[config.mk]
export PLATFORM = sky130hd
export DESIGN_NAME = grn_sim_ctrl_flat
export DESIGN_NICKNAME = d
export VERILOG_FILES = /design/src/rtl/grn_sim_ctrl_pkg.sv /design/src/rtl/grn_sim_ctrl_if.sv /design/src/rtl/grn_sim_ctrl.sv /design/src/flat_wrapper.sv
export SDC_FILE = /design/constraint.sdc
export NUM_CORES = 1
export LEC_CHECK = 0
export CELL_PAD_IN_SITES_DETAIL_PLACEMENT = 0
export CELL_PAD_IN_SITES_GLOBAL_PLACEMENT = 1
export CORE_MARGIN = 1
export CORE_UTILIZATION = 39
export DETAILED_ROUTE_END_ITERATION = 8
export PLACE_DENSITY = 0.95
export SYNTH_ARGS = -nofsm -noshare
export SYNTH_HDL_FRONTEND = slang
export SYNTH_SLANG_ARGS = --single-unit
[constraint.sdc]
create_clock -name clk -period 3.75 [get_ports clk]
set_input_delay 0.75 -clock clk [delete_from_list [all_inputs] [get_ports clk]]
set_output_delay 0.75 -clock clk [all_outputs]
set_load 0.05 [all_outputs]
[src/rtl/grn_sim_ctrl_pkg.sv]
// Shared types and default widths for the boolean-network simulation sequencer.
package grn_ctrl_pkg;

  localparam int unsigned NODES_DEF  = 8;
  localparam int unsigned STEP_W_DEF = 16;
  localparam int unsigned PER_W_DEF  = 16;

  // Smallest usable hare-step limit; the first Floyd compare happens at step 2
  localparam int unsigned MIN_STEPS  = 2;

  typedef enum logic [2:0] {
    ST_IDLE   = 3'd0,
    ST_LOAD   = 3'd1,
    ST_RUN    = 3'd2,
    ST_RESULT = 3'd3,
    ST_PERIOD = 3'd4
  } state_t;

endpackage

[src/rtl/grn_sim_ctrl_if.sv]
// Result stream of the sequencer: one record per initial state, valid/ready handshake.
interface grn_sim_ctrl_if #(
  parameter int unsigned NODES  = grn_ctrl_pkg::NODES_DEF,
  parameter int unsigned STEP_W = grn_ctrl_pkg::STEP_W_DEF,
  parameter int unsigned PER_W  = grn_ctrl_pkg::PER_W_DEF
) ();

  logic              res_valid;
  logic              res_ready;
  logic [NODES-1:0]  res_init;
  logic [NODES-1:0]  res_state;
  logic [STEP_W-1:0] res_steps;
  logic              res_timeout;
  logic [PER_W-1:0]  res_period;

  modport master (
    output res_valid, res_init, res_state, res_steps, res_timeout, res_period,
    input  res_ready
  );

  modport slave (
    input  res_valid, res_init, res_state, res_steps, res_timeout, res_period,
    output res_ready
  );

endinterface

[src/rtl/grn_sim_ctrl.sv]
// Sweeps initial states over a boolean-node bank and detects attractor entry (Floyd).
// Optional attractor period measurement enabled by GRN_PERIOD_MEASURE_EN.
module grn_sim_ctrl
  import grn_ctrl_pkg::*;
#(
  parameter int unsigned NODES  = NODES_DEF,
  parameter int unsigned STEP_W = STEP_W_DEF,
  parameter int unsigned PER_W  = PER_W_DEF
) (
  input  logic              clk,
  input  logic              rst_n,
  input  logic              start,
  input  logic [NODES-1:0]  init_first,
  input  logic [NODES-1:0]  init_last,
  input  logic [STEP_W-1:0] max_steps,
  output logic [NODES-1:0]  init_state,
  output logic              reset_nos,
  output logic              start_s0,
  output logic              start_s1,
  input  logic [NODES-1:0]  erm_s0,
  input  logic [NODES-1:0]  erm_s1,
  output logic              busy,
  output logic              done,
  grn_sim_ctrl_if.master    res
);

  state_t            state_q, state_d;
  logic [NODES-1:0]  cur_q, cur_d;
  logic [NODES-1:0]  last_q, last_d;
  logic [STEP_W-1:0] step_q, step_d;
  logic [STEP_W-1:0] limit;
  logic              busy_d, done_d;
  logic              cap_en, cap_to;
  logic              s_eq, match;

  assign limit      = (max_steps < STEP_W'(MIN_STEPS)) ? STEP_W'(MIN_STEPS) : max_steps;
  assign s_eq       = (erm_s0 == erm_s1);
  // Tortoise only lands on a fresh state after an even number of hare steps
  assign match      = s_eq && (step_q != '0) && !step_q[0];
  assign init_state = cur_q;

`ifdef GRN_PERIOD_MEASURE_EN
  logic [PER_W-1:0] per_q, per_d, per_val;
  logic             per_cap;
`endif

  // Next-state, counters and the same-cycle step strobes
  always_comb begin
    state_d  = state_q;
    cur_d    = cur_q;
    last_d   = last_q;
    step_d   = step_q;
    busy_d   = busy;
    done_d   = 1'b0;
    cap_en   = 1'b0;
    cap_to   = 1'b0;
    start_s0 = 1'b0;
    start_s1 = 1'b0;
`ifdef GRN_PERIOD_MEASURE_EN
    per_d    = per_q;
    per_val  = per_q;
    per_cap  = 1'b0;
`endif
    case (state_q)
      ST_IDLE: begin
        if (start) begin
          cur_d   = init_first;
          last_d  = init_last;
          busy_d  = 1'b1;
          state_d = ST_LOAD;
        end
      end
      ST_LOAD: begin
        step_d  = '0;
        state_d = ST_RUN;
      end
      ST_RUN: begin
        if (match) begin
          cap_en  = 1'b1;
`ifdef GRN_PERIOD_MEASURE_EN
          per_d   = '0;
          state_d = ST_PERIOD;
`else
          state_d = ST_RESULT;
`endif
        end else if (step_q == limit) begin
          cap_en  = 1'b1;
          cap_to  = 1'b1;
          state_d = ST_RESULT;
        end else begin
          start_s0 = 1'b1;
          start_s1 = 1'b1;
          step_d   = step_q + STEP_W'(1);
        end
      end
`ifdef GRN_PERIOD_MEASURE_EN
      ST_PERIOD: begin
        if (s_eq && (per_q != '0)) begin
          per_cap = 1'b1;
          state_d = ST_RESULT;
        end else if (per_q == '1) begin
          per_cap = 1'b1;
          per_val = '1;
          state_d = ST_RESULT;
        end else begin
          start_s1 = 1'b1;
          per_d    = per_q + PER_W'(1);
        end
      end
`endif
      ST_RESULT: begin
        if (res.res_valid && res.res_ready) begin
          if (cur_q == last_q) begin
            done_d  = 1'b1;
            busy_d  = 1'b0;
            state_d = ST_IDLE;
          end else begin
            cur_d   = cur_q + NODES'(1);
            state_d = ST_LOAD;
          end
        end
      end
      default: state_d = ST_IDLE;
    endcase
  end

  always_ff @(posedge clk or negedge rst_n) begin
    if (!rst_n) begin
      state_q         <= ST_IDLE;
      cur_q           <= '0;
      last_q          <= '0;
      step_q          <= '0;
      busy            <= 1'b0;
      done            <= 1'b0;
      reset_nos       <= 1'b0;
      res.res_valid   <= 1'b0;
      res.res_init    <= '0;
      res.res_state   <= '0;
      res.res_steps   <= '0;
      res.res_timeout <= 1'b0;
    end else begin
      state_q       <= state_d;
      cur_q         <= cur_d;
      last_q        <= last_d;
      step_q        <= step_d;
      busy          <= busy_d;
      done          <= done_d;
      reset_nos     <= (state_d == ST_LOAD);
      res.res_valid <= (state_d == ST_RESULT);
      if (cap_en) begin
        res.res_init    <= cur_q;
        res.res_state   <= erm_s0;
        res.res_steps   <= step_q;
        res.res_timeout <= cap_to;
      end
    end
  end

`ifdef GRN_PERIOD_MEASURE_EN
  // Period counter and result; a timed-out record reports period 0
  always_ff @(posedge clk or negedge rst_n) begin
    if (!rst_n) begin
      per_q          <= '0;
      res.res_period <= '0;
    end else begin
      per_q <= per_d;
      if (cap_en) begin
        res.res_period <= '0;
      end
      if (per_cap) begin
        res.res_period <= per_val;
      end
    end
  end
`else
  assign res.res_period = PER_W'(0);
`endif

endmodule

[src/flat_wrapper.sv]
// flat-port wrapper written by rule: the top's interface ports become plain ports
module grn_sim_ctrl_flat import grn_ctrl_pkg::*;
#(
  parameter int unsigned NODES  = NODES_DEF,
  parameter int unsigned STEP_W = STEP_W_DEF,
  parameter int unsigned PER_W  = PER_W_DEF
)
  (clk, rst_n, start, init_first, init_last, max_steps, init_state, reset_nos, start_s0, start_s1, erm_s0, erm_s1, busy, done, res_res_valid, res_res_init, res_res_state, res_res_steps, res_res_timeout, res_res_period, res_res_ready);
  grn_sim_ctrl_if #(.NODES(NODES), .STEP_W(STEP_W), .PER_W(PER_W)) res_i ();
  input  logic clk;
  input  logic rst_n;
  input  logic start;
  input  logic [NODES-1:0] init_first;
  input  logic [NODES-1:0] init_last;
  input  logic [STEP_W-1:0] max_steps;
  output logic [NODES-1:0] init_state;
  output logic reset_nos;
  output logic start_s0;
  output logic start_s1;
  input  logic [NODES-1:0] erm_s0;
  input  logic [NODES-1:0] erm_s1;
  output logic busy;
  output logic done;
  output wire logic [$bits(res_i.res_valid)-1:0] res_res_valid;
  output wire logic [$bits(res_i.res_init)-1:0] res_res_init;
  output wire logic [$bits(res_i.res_state)-1:0] res_res_state;
  output wire logic [$bits(res_i.res_steps)-1:0] res_res_steps;
  output wire logic [$bits(res_i.res_timeout)-1:0] res_res_timeout;
  output wire logic [$bits(res_i.res_period)-1:0] res_res_period;
  input wire logic [$bits(res_i.res_ready)-1:0] res_res_ready;
  assign res_res_valid = res_i.res_valid;
  assign res_res_init = res_i.res_init;
  assign res_res_state = res_i.res_state;
  assign res_res_steps = res_i.res_steps;
  assign res_res_timeout = res_i.res_timeout;
  assign res_res_period = res_i.res_period;
  assign res_i.res_ready = res_res_ready;
  grn_sim_ctrl #(.NODES(NODES), .STEP_W(STEP_W), .PER_W(PER_W)) u_core (.clk(clk), .rst_n(rst_n), .start(start), .init_first(init_first), .init_last(init_last), .max_steps(max_steps), .init_state(init_state), .reset_nos(reset_nos), .start_s0(start_s0), .start_s1(start_s1), .erm_s0(erm_s0), .erm_s1(erm_s1), .busy(busy), .done(done), .res(res_i));
endmodule
==> run summary, run 1 <==
The flow ran to the end, and the final reports show no timing, DRC or antenna violations. Summed over all instances, the cell type with the most area after synthesis is sky130_fd_sc_hd__dfrtp_1. The synthesized design contains 0 enable-type register cells. The count of vias placed by the detailed router came out at 3155. Global routing used 19.9% of the available tracks. The number of remaining DRC errors is 0. The wire length on met3 is 620 um. The worst slack at placement is 67.6 ps. The root buffer selected by CTS is sky130_fd_sc_hd__clkbuf_8.

The worst-case setup margin in the final layout is 108 ps. The pin count of the biggest net entering global routing came out at 65. The count of antenna diodes in the layout came out at 0. Once the floorplan was initialized, standard cells occupied 40.1% of the core. The area overhead of the layout relative to synthesis came out at 32.7%. The cell row count came out at 36. The worst setup slack for register-to-register paths came out at 710 ps. After filler insertion, the fill cell instance count of the layout stands at 889. Timing would allow up to 0.275 GHz. The number of buffers inserted during clock tree synthesis came out at 9. The placed instance count came out at 588. The number of hold buffers added after CTS is 0. The clock arrives with 10.7 ps of skew. The post-CTS setup buffer count came out at 0. The leakage power came out at 2.23 nW. The clock latency on the worst-skew pair came out at 350 ps.

The number of gates given a new drive strength after cts is 0. The share of Yosys cell area claimed by the top area cell type came out at 46.1%. In the final routed layout, each cell accounts on average for 16.0 um. The highest net fanout along the worst path is 14. For this run, the register share of the synthesized area comes to 46.1%.

The multi-input combinational cells in the finished layout cover a total of 1930 um^2. The number of library cell types mapped by synthesis came out at 55. The relative max-transition margin is 42.7%. The H-tree level count came out at 3. The worst setup path is of the input pin to primary output kind. The cell count after synthesis came out at 367. The final global-route overflow total came out at 0. The power per cell area is 392 nW/um^2.

After detailed routing, the number of vias per cell comes to 5.22. The largest buffer count on any clock path came out at 2. The HPWL reported at the end of detailed placement is 7.13 mm. The class of the tightest hold or removal check is input pin to asynchronous set/reset pin. Setup repair after global routing left no endpoint under its margin. After synthesis, the cell types taking the most area are sky130_fd_sc_hd__dfrtp_1 46%, sky130_fd_sc_hd__mux2_2 10%, sky130_fd_sc_hd__xnor2_1 4.3%, sky130_fd_sc_hd__buf_4 3.7%, sky130_fd_sc_hd__xor2_1 2.9%.

In this run the cell area of the synthesized design comes to 3910 um^2. The fraction of layout instances using a drive strength above 1 came out at 16.6%. The uppermost layer routed is met4. Yosys instantiated no cell more often than sky130_fd_sc_hd__dfrtp_1. Counting flops and latches in the post-synthesis netlist gives 72. Setup total negative slack on the finished layout was measured at 0 ps. The count of endpoints failing hold in the final timing report came out at 0. STA classifies the critical path endpoint as a primary output. The post-layout minimum cycle time is 3640 ps. The clock edge transition at the registers on the reported setup and hold paths came out at 70 ps. The first global-routing pass estimated 15.9 mm of wire. The first-pass iteration count of the detailed router came out at 5. The data required time at the worst endpoint came out at 3000 ps. The most instantiated flip-flop cell in the synthesis netlist is sky130_fd_sc_hd__dfrtp_1. The area inside the core boundary came out at 9730 um^2. The met2 routed wirelength came out at 4.95 mm. Setup violations remaining at the end of the flow were counted as 0.

The via count of the first global-routing pass came out at 3293. The number of DRC markers in iteration 0 came out at 80. At the pin with the least slew margin, the transition time is 858 ps. The area occupied by registers is 1800 um^2. The part of the cycle the worst path needs came out at 97.1%.

After synthesis, the most frequently instantiated cells are 72 x sky130_fd_sc_hd__dfrtp_1, 35 x sky130_fd_sc_hd__mux2_2, 19 x sky130_fd_sc_hd__buf_4, 19 x sky130_fd_sc_hd__nand2_1, 19 x sky130_fd_sc_hd__xnor2_1. Clock tree synthesis found a total of 72 sinks. The initial antenna violation count came out at 0. The die extent in x came out at 102 um. The area enclosed by the die boundary is 10400 um^2. TritonCTS built the clock tree.

The tool flagged a number of max-cap violations equal to 0. Averaged over all synthesized cells, the footprint is 10.6 um^2. At the worst endpoint, the arrival time is 2890 ps. The final weighted congestion of routability-driven global placement is 0.867. The height of the die is 102 um. The routed design has 9.67 mm of wire. The final-stage net count is 521. STA classifies the critical path startpoint as an input pin. The met1 routed wirelength after detailed routing came out at 3.96 mm. The number of routed nets with antenna violations is 0.

The warning count from the yosys run is 0. Once layout is complete, the cells apart from fillers number 604. The boundary pin count is 115. The final count of pins violating max slew is 0. Cells fill 53.3% of the core in the end.

The share of synthesized flip-flops with an asynchronous set or reset is 100%. The worst-case vdd ir drop is 0.377 mV. The number of buffers added on ports came out at 98. The minimum hold slack came out at 236 ps.
-- layer usage --
| metal | up-vias | global-route usage (%) |
|---|---|---|
| li1 | 1488 | - |
| met1 | 1546 | 23.1 |
| met2 | 108 | 35.4 |
| met3 | 13 | 6.02 |
| met4 | 0 | 5.49 |
| met5 | - | 0 |
-- worst max-delay path, cell delays in order --
cell and delay, ps:
sky130_fd_sc_hd__clkdlybuf4s50_1 460, sky130_fd_sc_hd__nor4_2 370, sky130_fd_sc_hd__nand4_1 200, sky130_fd_sc_hd__o211a_1 260
sky130_fd_sc_hd__and3_4 230, sky130_fd_sc_hd__nor4b_4 430, sky130_fd_sc_hd__buf_12 200
-- final timing paths --
check | from | to | cells past startpoint
worst max-delay path | max_steps[11] | start_s0 | 7
worst min-delay path | rst_n | u_core.res.res_steps[8] | 1
worst max register to register | u_core.step_q[0] | u_core.res.res_steps[7] | 8
worst min register to register | u_core.res.res_steps[13] | u_core.res.res_steps[13] | 1
max in group asynchronous | rst_n | u_core.res.res_state[2] | 2
min in group clk | u_core.res.res_steps[13] | u_core.res.res_steps[13] | 1
-- through the flow --
| stage | area, um^2 | power (mW) |
|---|---|---|
| 6_report | 5180 | 2.03 |
| 5_1_grt | 5180 | 2.14 |
| 4_1_cts | 5180 | 2.05 |
| 3_5_place_dp | 4990 | 1.44 |
| 3_3_place_gp | 4990 | 1.43 |
| 2_1_floorplan | 3980 | 1.24 |
-- final cells by class --
cell class | instances | area share [%]
Inverter | 8 | 0.579
Timing Repair Buffer | 105 | 20.5
Clock buffer | 10 | 2.46
Multi-Input combinational cell | 270 | 37.2
Clock inverter | 6 | 1.33
Tap cell | 133 | 3.21
Sequential cell | 72 | 34.8
-- report_power, final --
group / internal (mW) / switching (mW) / leakage (nW) / total (mW)
Combinational: 0.209 / 0.291 / 1.18 / 0.500
Clock: 0.311 / 0.300 / 0.0968 / 0.611
Sequential: 0.833 / 0.0891 / 0.955 / 0.923
Total: 1.35 / 0.680 / 2.23 / 2.03
-- cells by family after synthesis --
kind of cell    Yosys count  synth area share, %
flops                    72                 46.1
simple gates            115                 17.2
xor+xnor                 32                 7.17
buf+inv                  41                 6.60
other cells               1               0.0960
mux                      38                 10.9
compound gates           65                 11.0
fa+ha+maj                 3                0.961
-- cell usage in the layout (no fill, tap or decap), drive strengths merged, types with 2 or more instances in the layout --
cell type      Yosys  layout
o22a               3       3
xor2              13      13
o31ai              2       2
a21o               2       2
a2111oi            2       2
o22ai              2       2
and3              10      10
o211ai             4       4
or2                2       2
mux2              36      36
o21ai             19      19
or4                7       7
dfrtp             72      72
nand2b             2       2
a21oi             18      18
nor4               9       9
nand2             19      19
a31oi              4       4
a2bb2oi            3       3
and2               2       2
mux2i              2       2
nand4              9       9
ha                 3       3
xnor2             19      19
conb               1      17
buf               25      10
clkinv             0       3
inv                8       9
nor3               7       7
nand3             17      17
clkbuf             8      10
or3                6       6
nor4b              3       3
nor2              19      19
clkdlybuf4s50      0      95
-- registers in the layout (all words and copies together), names as in the netlist, 3 cells and up --
name,cells
u_core.last_q,8
u_core.res.res_init,8
u_core.res.res_steps,16
u_core.res.res_state,8
u_core.init_state,8
u_core.step_q,16
u_core.state_q,3
Note: power is estimated with default switching activity, not from simulation.
==> run 2: changes to the inputs <==
--- a/constraint.sdc
+++ b/constraint.sdc
@@ -3,2 +3,2 @@
 set_output_delay 0.75 -clock clk [all_outputs]
-set_load 0.05 [all_outputs]
+set_load 0.01 [all_outputs]
==> run 2 against run 1 <==
Cell area up 3.9%. Wire length increased by 2.2%. First-iteration DRC count grew 79%. Worst setup slack better by 53 ps. Sequential share of layout area decreased by 1.3 points. Critical path depth is 1 higher. Critical path type unchanged. Register-to-register slack better by 50 ps. Non-clock buffer count is 18 higher. Largest power group unchanged.
==> run summary, run 2 (synthesized netlist as in run 1, its figures left out) <==
The final-stage net count is 539. The number of DRC markers in iteration 0 came out at 143. The pin count of the biggest net entering global routing came out at 39.

The via count of the first global-routing pass is 3308. The cell row count came out at 36. The die is 102 um tall. The final count of pins violating max slew is 0. The critical path is of the input pin to primary output type. The slowest stage of the critical path belongs to the cell sky130_fd_sc_hd__clkdlybuf4s50_1.

The power per cell area came out at 394 nW/um^2. The number of maximum-capacitance constraint violations came out at 0. STA classifies the critical path endpoint as a primary output. TritonCTS built the clock tree. The finished layout cell area came out at 5390 um^2. The cell area reported after detailed placement came out at 5090 um^2. The peak clock frequency supported by timing is 0.279 GHz.

The critical path arrival is 2840 ps. After detailed routing, the number of remaining DRC violations is 0. The root buffer selected by CTS is sky130_fd_sc_hd__clkbuf_8. The largest buffer count on any clock path is 2. The count of endpoints failing hold in the final timing report came to 0. Pin placement for this block handled 115 I/O pins. The overall fraction of global-route tracks in use is 20.1%.

The area inside the core boundary is 9730 um^2. STA classifies the critical path startpoint as an input pin. The flow ran to the end, and the final reports show no timing, DRC or antenna violations. For this configuration, the core starts out at a cell density of 40.1%. The final weighted congestion of routability-driven global placement came out at 0.827. The design draws 2.12 mW.

The number of setup violations in the final report is 0. The area overhead of the layout relative to synthesis came out at 37.9%. The area enclosed by the die boundary came out at 10400 um^2. The floorplan step set the die width to 102 um.

Hold timing on the final database bottoms out at a slack of 509 ps. The leakage power is 2.37 nW. The number of cells in the finished layout apart from fillers is 622. The data required time at the worst endpoint came out at 3000 ps.

The largest registers in the layout are u_core.res.res_steps: 16 flops, u_core.step_q: 16 flops. The placed instance count is 605. The first global-routing pass estimated 16.2 mm of wire.

The delay of the slowest cell on the worst path came out at 470 ps. The count of vias placed by the detailed router came out at 3310. IR analysis of the VDD net gives a maximum drop of 0.279 mV. The first detailed-routing pass took 6 iterations. The clock edge transition at the registers on the reported setup and hold paths is 80 ps. The routed wire length per instance came out at 15.9 um. Leaving out fill and tap cells, the most frequent cells in the layout are 93 x sky130_fd_sc_hd__clkdlybuf4s50_1, 72 x sky130_fd_sc_hd__dfrtp_1, 35 x sky130_fd_sc_hd__mux2_2.

The worst slack at placement is -163 ps. TritonCTS created 9 clock buffers. The fraction of layout instances using a drive strength above 1 is 19.2%. Input and output buffers added on the ports amount to 98. The critical path goes through clkdlybuf4s50_1, nor4_4, nand4_1, o211a_1, and3_4, nor4b_2, buf_4, dlygate4sd2_1. The top cell family by delay on the critical path is simple AND/OR/NAND/NOR gates. Global routing finished with a remaining overflow of 0. The buffering stage count on the worst path with inverters included came out at 3. Setup repair after global routing left no endpoint under its margin. The final wirelength is 9.88 mm. The H-tree level count came out at 3. The slew at the pin with the worst max-slew slack came out at 1040 ps. The number of routed nets with antenna violations came out at 0. The class of the tightest hold or removal check is flop to flop. The post-layout minimum cycle time came out at 3590 ps. The initial antenna violation count is 0. After layout, the worst setup slack is 162 ps. The clock latency on the worst-skew pair is 340 ps.

The HPWL reported at the end of detailed placement came out at 7.22 mm. Along the worst path, the maximum fanout reaches 2. The worst pin sits at a relative slew slack of 30.1%. The part of the cycle the worst path needs came out at 95.7%. Across the routed clock network, the largest skew measured is 14.5 ps. The count of antenna diodes in the layout is 0. Leaving out fill and tap cells, the most frequent cell in the layout is sky130_fd_sc_hd__clkdlybuf4s50_1.

The clock net sink count came out at 72. The detail-routed via count per cell is 5.32.
[run 2: cell count changes in the layout (fill, tap and decap cells not counted), sizes merged, moves of 2 or more]
cell / delta
clkdlybuf4s50: -2
buf: +16
dlymetal6s2s: +2
bufinv: +3
clkbuf: +2
clkinv: -2
[run 2: path summary, 6_finish.rpt]
check / from / end / slack [ps] / cells after the start
max: max_steps[14] / start_s0 / 160 / 8
min: u_core.res.res_steps[0] / u_core.res.res_steps[0] / 510 / 2
max reg2reg: u_core.step_q[0] / u_core.res.res_state[3] / 760 / 8
min reg2reg: u_core.res.res_steps[0] / u_core.res.res_steps[0] / 510 / 2
max in group asynchronous: rst_n / u_core.res.res_state[2] / 2540 / 2
min in group asynchronous: rst_n / u_core.res.res_steps[8] / 520 / 1
[run 2: worst min-delay path, cell delays in order, from the launching register on]
cell	delay [ps]
sky130_fd_sc_hd__dfrtp_1	340
sky130_fd_sc_hd__nand3_1	60
sky130_fd_sc_hd__o21ai_0	70
[run 2: final cells by class]
cell class / instances / area [um^2]
Sequential cell: 72 / 1800
Inverter: 8 / 30.0
Multi-Input combinational cell: 270 / 1940
Timing Repair Buffer: 123 / 1190
Clock buffer: 11 / 131
Tap cell: 133 / 166
Clock inverter: 5 / 129
Fill cell: 854 / 4340
[run 2: what timing repair did]
| action | in CTS | in global routing |
|---|---|---|
| hold buffers | 0 | 0 |
| setup buffers | 1 | 0 |
| pin swaps | 3 | 4 |
| resized for setup | 4 | 5 |
| endpoints found under the setup margin | 2 | 1 |
[run 2: power breakdown]
part | total (mW) | internal (mW) | switching [mW]
clock network | 0.805 | 0.511 | 0.293
logic | 0.395 | 0.221 | 0.174
registers | 0.920 | 0.833 | 0.0868
[run 2: stage by stage]
step / util, % / setup TNS [ps]
after floorplan: - / 0
after global placement: 52.3 / -227
final: 55.4 / 0
after CTS: 55.2 / 0
after global routing: 55.4 / 0
after detailed placement: 52.3 / -310
[run 2: layer usage]
layer  global-route usage [%]  wire (um)
met1                     24.9       4110
met3                     4.92        656
met4                     3.96        120
met2                     35.6       4990
met5                        0          0
